<file path="src/rtl/i2c_pkg.sv">
// i2c_pkg: shared state encoding, limits and helpers for the I2C register sequencer
package i2c_pkg;

    localparam logic [1:0] IDLE = 2'd0;
    localparam logic [1:0] CMD  = 2'd1;
    localparam logic [1:0] STOP = 2'd2;
    localparam logic [1:0] RESP = 2'd3;

    localparam int   I2C_MAX_LEN  = 4;
    localparam logic I2C_RW_WRITE = 1'b0;
    localparam logic I2C_RW_READ  = 1'b1;

    // Select byte i of a little-endian 32-bit word.
    function automatic logic [7:0] wbyte(input logic [31:0] w, input logic [1:0] i);
        return w[{i, 3'b000} +: 8];
    endfunction

endpackage

</file>
<file path="src/rtl/i2c_busy_edge.sv">
// i2c_busy_edge: registers the master's busy flag and flags its rising and falling edges
module i2c_busy_edge (
    input  logic clk,
    input  logic reset,
    input  logic busy_i,
    output logic busy_q_o,
    output logic rise_o,
    output logic fall_o
);

    logic busy_q;

    // One cycle of busy history for edge detection.
    always_ff @(posedge clk) begin
        if (reset) busy_q <= 1'b0;
        else busy_q <= busy_i;
    end

    assign busy_q_o = busy_q;
    assign rise_o   = busy_i & ~busy_q;
    assign fall_o   = ~busy_i & busy_q;

endmodule

</file>
<file path="src/rtl/i2c_reg_seq.sv">
// i2c_reg_seq: runs complete I2C register writes/reads over the byte-level i2c_master handshake
module i2c_reg_seq
    import i2c_pkg::*;
#(
    parameter int TIMEOUT_CYC = 1000000,
    parameter int TO_W        = 20
) (
    input  logic        clk,
    input  logic        reset,
    input  logic        req_valid,
    output logic        req_ready,
    input  logic        req_rw,
    input  logic [6:0]  req_dev,
    input  logic [7:0]  req_reg,
    input  logic [2:0]  req_len,
    input  logic [31:0] req_wdata,
    output logic        rsp_done,
    output logic        rsp_err,
    output logic [31:0] rsp_rdata,
    output logic        m_ena,
    output logic [6:0]  m_addr,
    output logic        m_rw,
    output logic [7:0]  m_data_wr,
    input  logic        m_busy,
    input  logic [7:0]  m_data_rd,
    input  logic        m_ack_error
);

    localparam logic [TO_W-1:0] TO_LAST = TO_W'(TIMEOUT_CYC - 1);

    logic [1:0]      state_q, state_d;
    logic            ena_q, ena_d;
    logic [6:0]      addr_q, addr_d;
    logic            rw_q, rw_d;
    logic [7:0]      dwr_q, dwr_d;
    logic            rrw_q, rrw_d;
    logic [2:0]      len_q, len_d;
    logic [31:0]     wdata_q, wdata_d;
    logic [31:0]     rdata_q, rdata_d;
    logic            err_q, err_d;
    logic [2:0]      cmd_q, cmd_d;
    logic [1:0]      rd_q, rd_d;
    logic [TO_W-1:0] to_q, to_d;
    logic            done_q, rerr_q;
    logic            busy_q, rise, fall;
    logic            timeout, capture;
    logic [2:0]      total;

    i2c_busy_edge u_edge (
        .clk     (clk),
        .reset   (reset),
        .busy_i  (m_busy),
        .busy_q_o(busy_q),
        .rise_o  (rise),
        .fall_o  (fall)
    );

    assign req_ready = (state_q == IDLE) & ~m_busy & ~busy_q;
    assign total     = len_q + 3'd1;
    assign timeout   = to_q == TO_LAST;
    // Commands after the pointer byte of a read are the data bytes.
    assign capture   = fall & rrw_q & (cmd_q >= 3'd2);

    assign m_ena     = ena_q;
    assign m_addr    = addr_q;
    assign m_rw      = rw_q;
    assign m_data_wr = dwr_q;
    assign rsp_done  = done_q;
    assign rsp_err   = rerr_q;
    assign rsp_rdata = rdata_q;

    // Transaction sequencing: accept, issue commands on each busy rise, collect bytes, finish.
    always_comb begin
        state_d = state_q;
        ena_d   = ena_q;
        addr_d  = addr_q;
        rw_d    = rw_q;
        dwr_d   = dwr_q;
        rrw_d   = rrw_q;
        len_d   = len_q;
        wdata_d = wdata_q;
        rdata_d = rdata_q;
        err_d   = err_q;
        cmd_d   = cmd_q;
        rd_d    = rd_q;
        case (state_q)
            IDLE: begin
                if (req_valid && req_ready) begin
                    rrw_d   = req_rw & (req_len != 3'd0);
                    len_d   = req_len;
                    wdata_d = req_wdata;
                    rdata_d = '0;
                    cmd_d   = '0;
                    rd_d    = '0;
                    err_d   = req_len > 3'(I2C_MAX_LEN);
                    if (req_len > 3'(I2C_MAX_LEN)) begin
                        state_d = RESP;
                    end else begin
                        ena_d   = 1'b1;
                        addr_d  = req_dev;
                        rw_d    = I2C_RW_WRITE;
                        dwr_d   = req_reg;
                        state_d = CMD;
                    end
                end
            end
            CMD: begin
                if (rise) begin
                    cmd_d = cmd_q + 3'd1;
                    if (cmd_q + 3'd1 == total) begin
                        ena_d   = 1'b0;
                        state_d = STOP;
                    end else if (rrw_q) begin
                        rw_d = I2C_RW_READ;
                    end else begin
                        dwr_d = wbyte(wdata_q, cmd_q[1:0]);
                    end
                end
                if (capture) begin
                    rdata_d[{rd_q, 3'b000} +: 8] = m_data_rd;
                    rd_d = rd_q + 2'd1;
                end
                if (fall && m_ack_error) begin
                    ena_d   = 1'b0;
                    err_d   = 1'b1;
                    state_d = STOP;
                end
                if (timeout) begin
                    ena_d   = 1'b0;
                    err_d   = 1'b1;
                    state_d = RESP;
                end
            end
            STOP: begin
                ena_d = 1'b0;
                if (capture) begin
                    rdata_d[{rd_q, 3'b000} +: 8] = m_data_rd;
                    rd_d = rd_q + 2'd1;
                end
                if (fall && m_ack_error) err_d = 1'b1;
                if (!m_busy && !busy_q) state_d = RESP;
                if (timeout) begin
                    err_d   = 1'b1;
                    state_d = RESP;
                end
            end
            RESP: state_d = IDLE;
            default: state_d = IDLE;
        endcase
    end

    // Watchdog: restarts on any busy edge or state change, runs only while the bus is in use.
    always_comb begin
        to_d = (rise || fall || state_d != state_q || state_q == IDLE || state_q == RESP) ? '0 : to_q + 1'b1;
    end

    // State and registered outputs; the response pulse follows the RESP cycle.
    always_ff @(posedge clk) begin
        if (reset) begin
            state_q <= IDLE;
            ena_q   <= 1'b0;
            addr_q  <= '0;
            rw_q    <= 1'b0;
            dwr_q   <= '0;
            rrw_q   <= 1'b0;
            len_q   <= '0;
            wdata_q <= '0;
            rdata_q <= '0;
            err_q   <= 1'b0;
            cmd_q   <= '0;
            rd_q    <= '0;
            to_q    <= '0;
            done_q  <= 1'b0;
            rerr_q  <= 1'b0;
        end else begin
            state_q <= state_d;
            ena_q   <= ena_d;
            addr_q  <= addr_d;
            rw_q    <= rw_d;
            dwr_q   <= dwr_d;
            rrw_q   <= rrw_d;
            len_q   <= len_d;
            wdata_q <= wdata_d;
            rdata_q <= rdata_d;
            err_q   <= err_d;
            cmd_q   <= cmd_d;
            rd_q    <= rd_d;
            to_q    <= to_d;
            done_q  <= state_q == RESP;
            rerr_q  <= (state_q == RESP) & err_q;
        end
    end

endmodule

</file>
<file path="config.mk">
export PLATFORM = sky130hd
export DESIGN_NAME = i2c_reg_seq
export DESIGN_NICKNAME = d
export VERILOG_FILES = /design/src/rtl/i2c_pkg.sv /design/src/rtl/i2c_busy_edge.sv /design/src/rtl/i2c_reg_seq.sv
export SDC_FILE = /design/constraint.sdc
export NUM_CORES = 1
export LEC_CHECK = 0
export CAP_MARGIN = 25
export CORE_MARGIN = 5
export CORE_UTILIZATION = 51
export DETAILED_ROUTE_END_ITERATION = 12
export PLACE_DENSITY = 0.8
export SLEW_MARGIN = 20
export SYNTH_ARGS = -nofsm -noshare
export SYNTH_HDL_FRONTEND = slang
export SYNTH_SLANG_ARGS = --single-unit
</file>
<file path="constraint.sdc">
create_clock -name clk -period 2.6 [get_ports clk]
set_input_delay 0.52 -clock clk [delete_from_list [all_inputs] [get_ports clk]]
set_output_delay 0.52 -clock clk [all_outputs]
set_load 0.1 [all_outputs]
</file>
==> run metrics <==
fmax=0.4200 GHz; wire length of the first global-routing pass=23,230 um; layout cells sized above 1=20.36%; Post-Synthesis Cell Area=5339 um2; FP Rows=37; Die W=112.3 um; RSZ-0062 raised after global routing=false; Hold Startpoint=wdata_q[31]; Yosys top cell area share=43.50%; die height=112.3 um; total gr overflow=0; Final Critical Period=2.381 ns; CTS Buffer Depth=2; Post-Place Setup Slack=-0.1186 ns; Worst Path Required=2.99 ns; Synth Register Bits=116; Routability Congestion=0.8587; post-cts sizing count=0; CTS Root Cell=clkbuf_8; CTS sink count=116; setup bufs post-CTS=0; maximum VDD drop=0.4882 mV; Total GRT Usage=22.22%; Hold Path Sink=wdata_q[31]; Power Total=6.212 mW; Routed Antenna Nets=0; Synth Flop Type=dfxtp_1; Routed wire per std cell=15.36 um; status=completed; Synth area leader=dfxtp_1; HPWL Detailed=9829 um; Layout Area Growth over Synthesis=34.57%; power density cells=864.6 nW/um2; Initial Util=51.95%; asr flop ratio synth=0%; final hold slack=0.4527 ns; startpoint types=flop; top post-synthesis cells by area=dfxtp_1 (43%), nand2_1 (12%), a21oi_1 (7.9%), nor3_1 (3.9%), or2_2 (3.9%); FF-to-FF path depth=6; setup ws final=0.2191 ns; crit share post-route=91.57%; number of global-route vias before repair=5,006; crit-path max FO=6; Final nets=852; worst r2r src=to_q[0]; EDFF count, synth=0; static leakage=2.580 nW; top cells by count, synth=nand2_1 (168), dfxtp_1 (116), a21oi_1 (84), nor3_1 (42), or2_2 (33); largest net degree at the start of global routing=97; worst stage delay on the critical path=0.54 ns; ant diodes=0; slowest CP cell=or4_4; critical-path cell list=ha_1 -> nand2_1 -> or4_4 -> o21a_1 -> a221oi_1 -> mux2_2; Avg Cell Area, Syn=8.201 um2; Fill cells=801; via count=5,010; # IOs=116; crit end category=flop; WP data arrival=2.77 ns; initial antenna violation count=0; worst slew pin tran=0.9809 ns; Max-Cap Viols=0; yosys synthesis warning count=0; CTS tree=built; Core Region=10,280 um2; critical path class=reg -> reg; router iterations before antenna repair=5; average vias per placed instance=5.434; post-synthesis cell type count=49; Placed Area=6593 um2; Die Area=12,610 um2; top-count cell post-synth=nand2_1; clk_skew=0.009424 ns; Post-Syn Nets=730; Register-to-Register Setup Slack=0.22 ns; Min-Delay Path Depth=2; path type of the worst min-delay path=reg -> reg; final setup violation count=0; Clock Pin Slew Worst Setup and Hold Paths=0.06 ns; Seq/Total Area, Yosys=43.50%; DRC violations left=0; Final Instance Area=7184 um2; worst reg2reg path endpoint=m_ena; Max H-tree Level=4; CTS buffer count=17; max-slew violations=0; Mapped Cells=651; setup tns final=0 ns; initial drt markers=412; worst skew pair latency=0.50 ns; hold buffers post-CTS=0; Post-Route WL=14,160 um; Port Buffer Count=115; Fin. Hold Viols=0; Slew HR=34.61%
metrics by stage:
step	utilization [%]	instances
6_report	69.91	922
3_5_place_dp	64.15	890
2_1_floorplan	-	651
3_3_place_gp	64.15	890
4_1_cts	69.88	922
5_1_grt	69.91	922
final cells by class:
| class | instances | area (um2) | share of cell area, % |
|---|---|---|---|
| clock inverters | 12 | 153.9 | 2.142 |
| well taps | 136 | 170.2 | 2.369 |
| clock buffers | 20 | 435.4 | 6.061 |
| flip-flops and latches | 116 | 2322 | 32.32 |
| inverters | 12 | 45.04 | 0.6270 |
| repair buffers | 142 | 1231 | 17.14 |
| multi-input cells | 484 | 2826 | 39.34 |
flip-flops by register name (all words and copies together) (netlist names), 2 cells and up:
register,count
m_data_wr,8
rd_q,2
rsp_rdata,32
cmd_q,3
wdata_q,32
to_q,20
state_q,2
len_q,3
m_addr,7
worst max-delay path by stage:
stage	slack, ns	end	cells after the start	from
2_1_floorplan	0.03	req_ready	5	state_q[0]
3_3_place_gp	-0.04	to_q[18]	8	m_busy
3_5_place_dp	-0.12	to_q[2]	8	m_busy
4_1_cts	0.17	rsp_rdata[21]	7	state_q[0]
5_1_grt	0.04	rsp_rdata[31]	7	state_q[0]
6_report	0.22	m_ena	6	to_q[0]
power by group:
group          leakage [nW]  switching [mW]  internal, mW
logic                  1.36            1.25         0.625
clock network         0.281           0.824          1.48
registers             0.939           0.106          1.92
critical path: cells and delay by family (launching register included):
family                     cells  cell delay (ns)
muxes                          1             0.38
AOI/OAI and AO/OA              2             0.58
and+or+nand+nor                2             0.64
DFF                            1             0.41
adders and majority gates      1             0.26
layer usage:
metal  vias up  routed length [um]  track usage (%)
met5         -                   0                0
met4         0                 317            8.013
met3        24                 920            5.229
met2       184                6837            37.62
met1      2329                6082            27.67
li1       2473                   -                -
cell usage in the layout (no fill, tap or decap), types with 3 or more instances in the layout:
cell type        instances
a21oi_1                 84
a221oi_1                 3
and3_1                   3
and4_1                   3
buf_4                   78
bufinv_16                3
clkbuf_16               16
clkdlybuf4s50_1         62
clkinv_2                 3
clkinvlp_4               3
dfxtp_1                116
ha_1                    14
inv_1                   12
mux2i_1                 10
mux4_2                   8
nand2_1                168
nand2b_1                 6
nand3_1                 15
nand4_1                  5
nor2_1                  17
nor3_1                  42
nor4_1                   4
o21a_1                  11
o21ai_0                  4
or2_2                   33
xnor2_1                 12
xor2_1                  11
cells by family (layout without fill, tap and decap cells):
| kind of cell | after synthesis | after routing | share of synthesized area, % |
|---|---|---|---|
| and+or+nand+nor | 309 | 309 | 26.86 |
| AOI/OAI and AO/OA | 118 | 118 | 13.08 |
| DFF | 116 | 116 | 43.50 |
| buffers and inverters | 51 | 186 | 3.820 |
| xor gates and xnor gates | 23 | 23 | 3.773 |
| muxes | 19 | 19 | 5.461 |
| adders and majority gates | 15 | 15 | 3.515 |
Power figures use the tool's default switching activity.
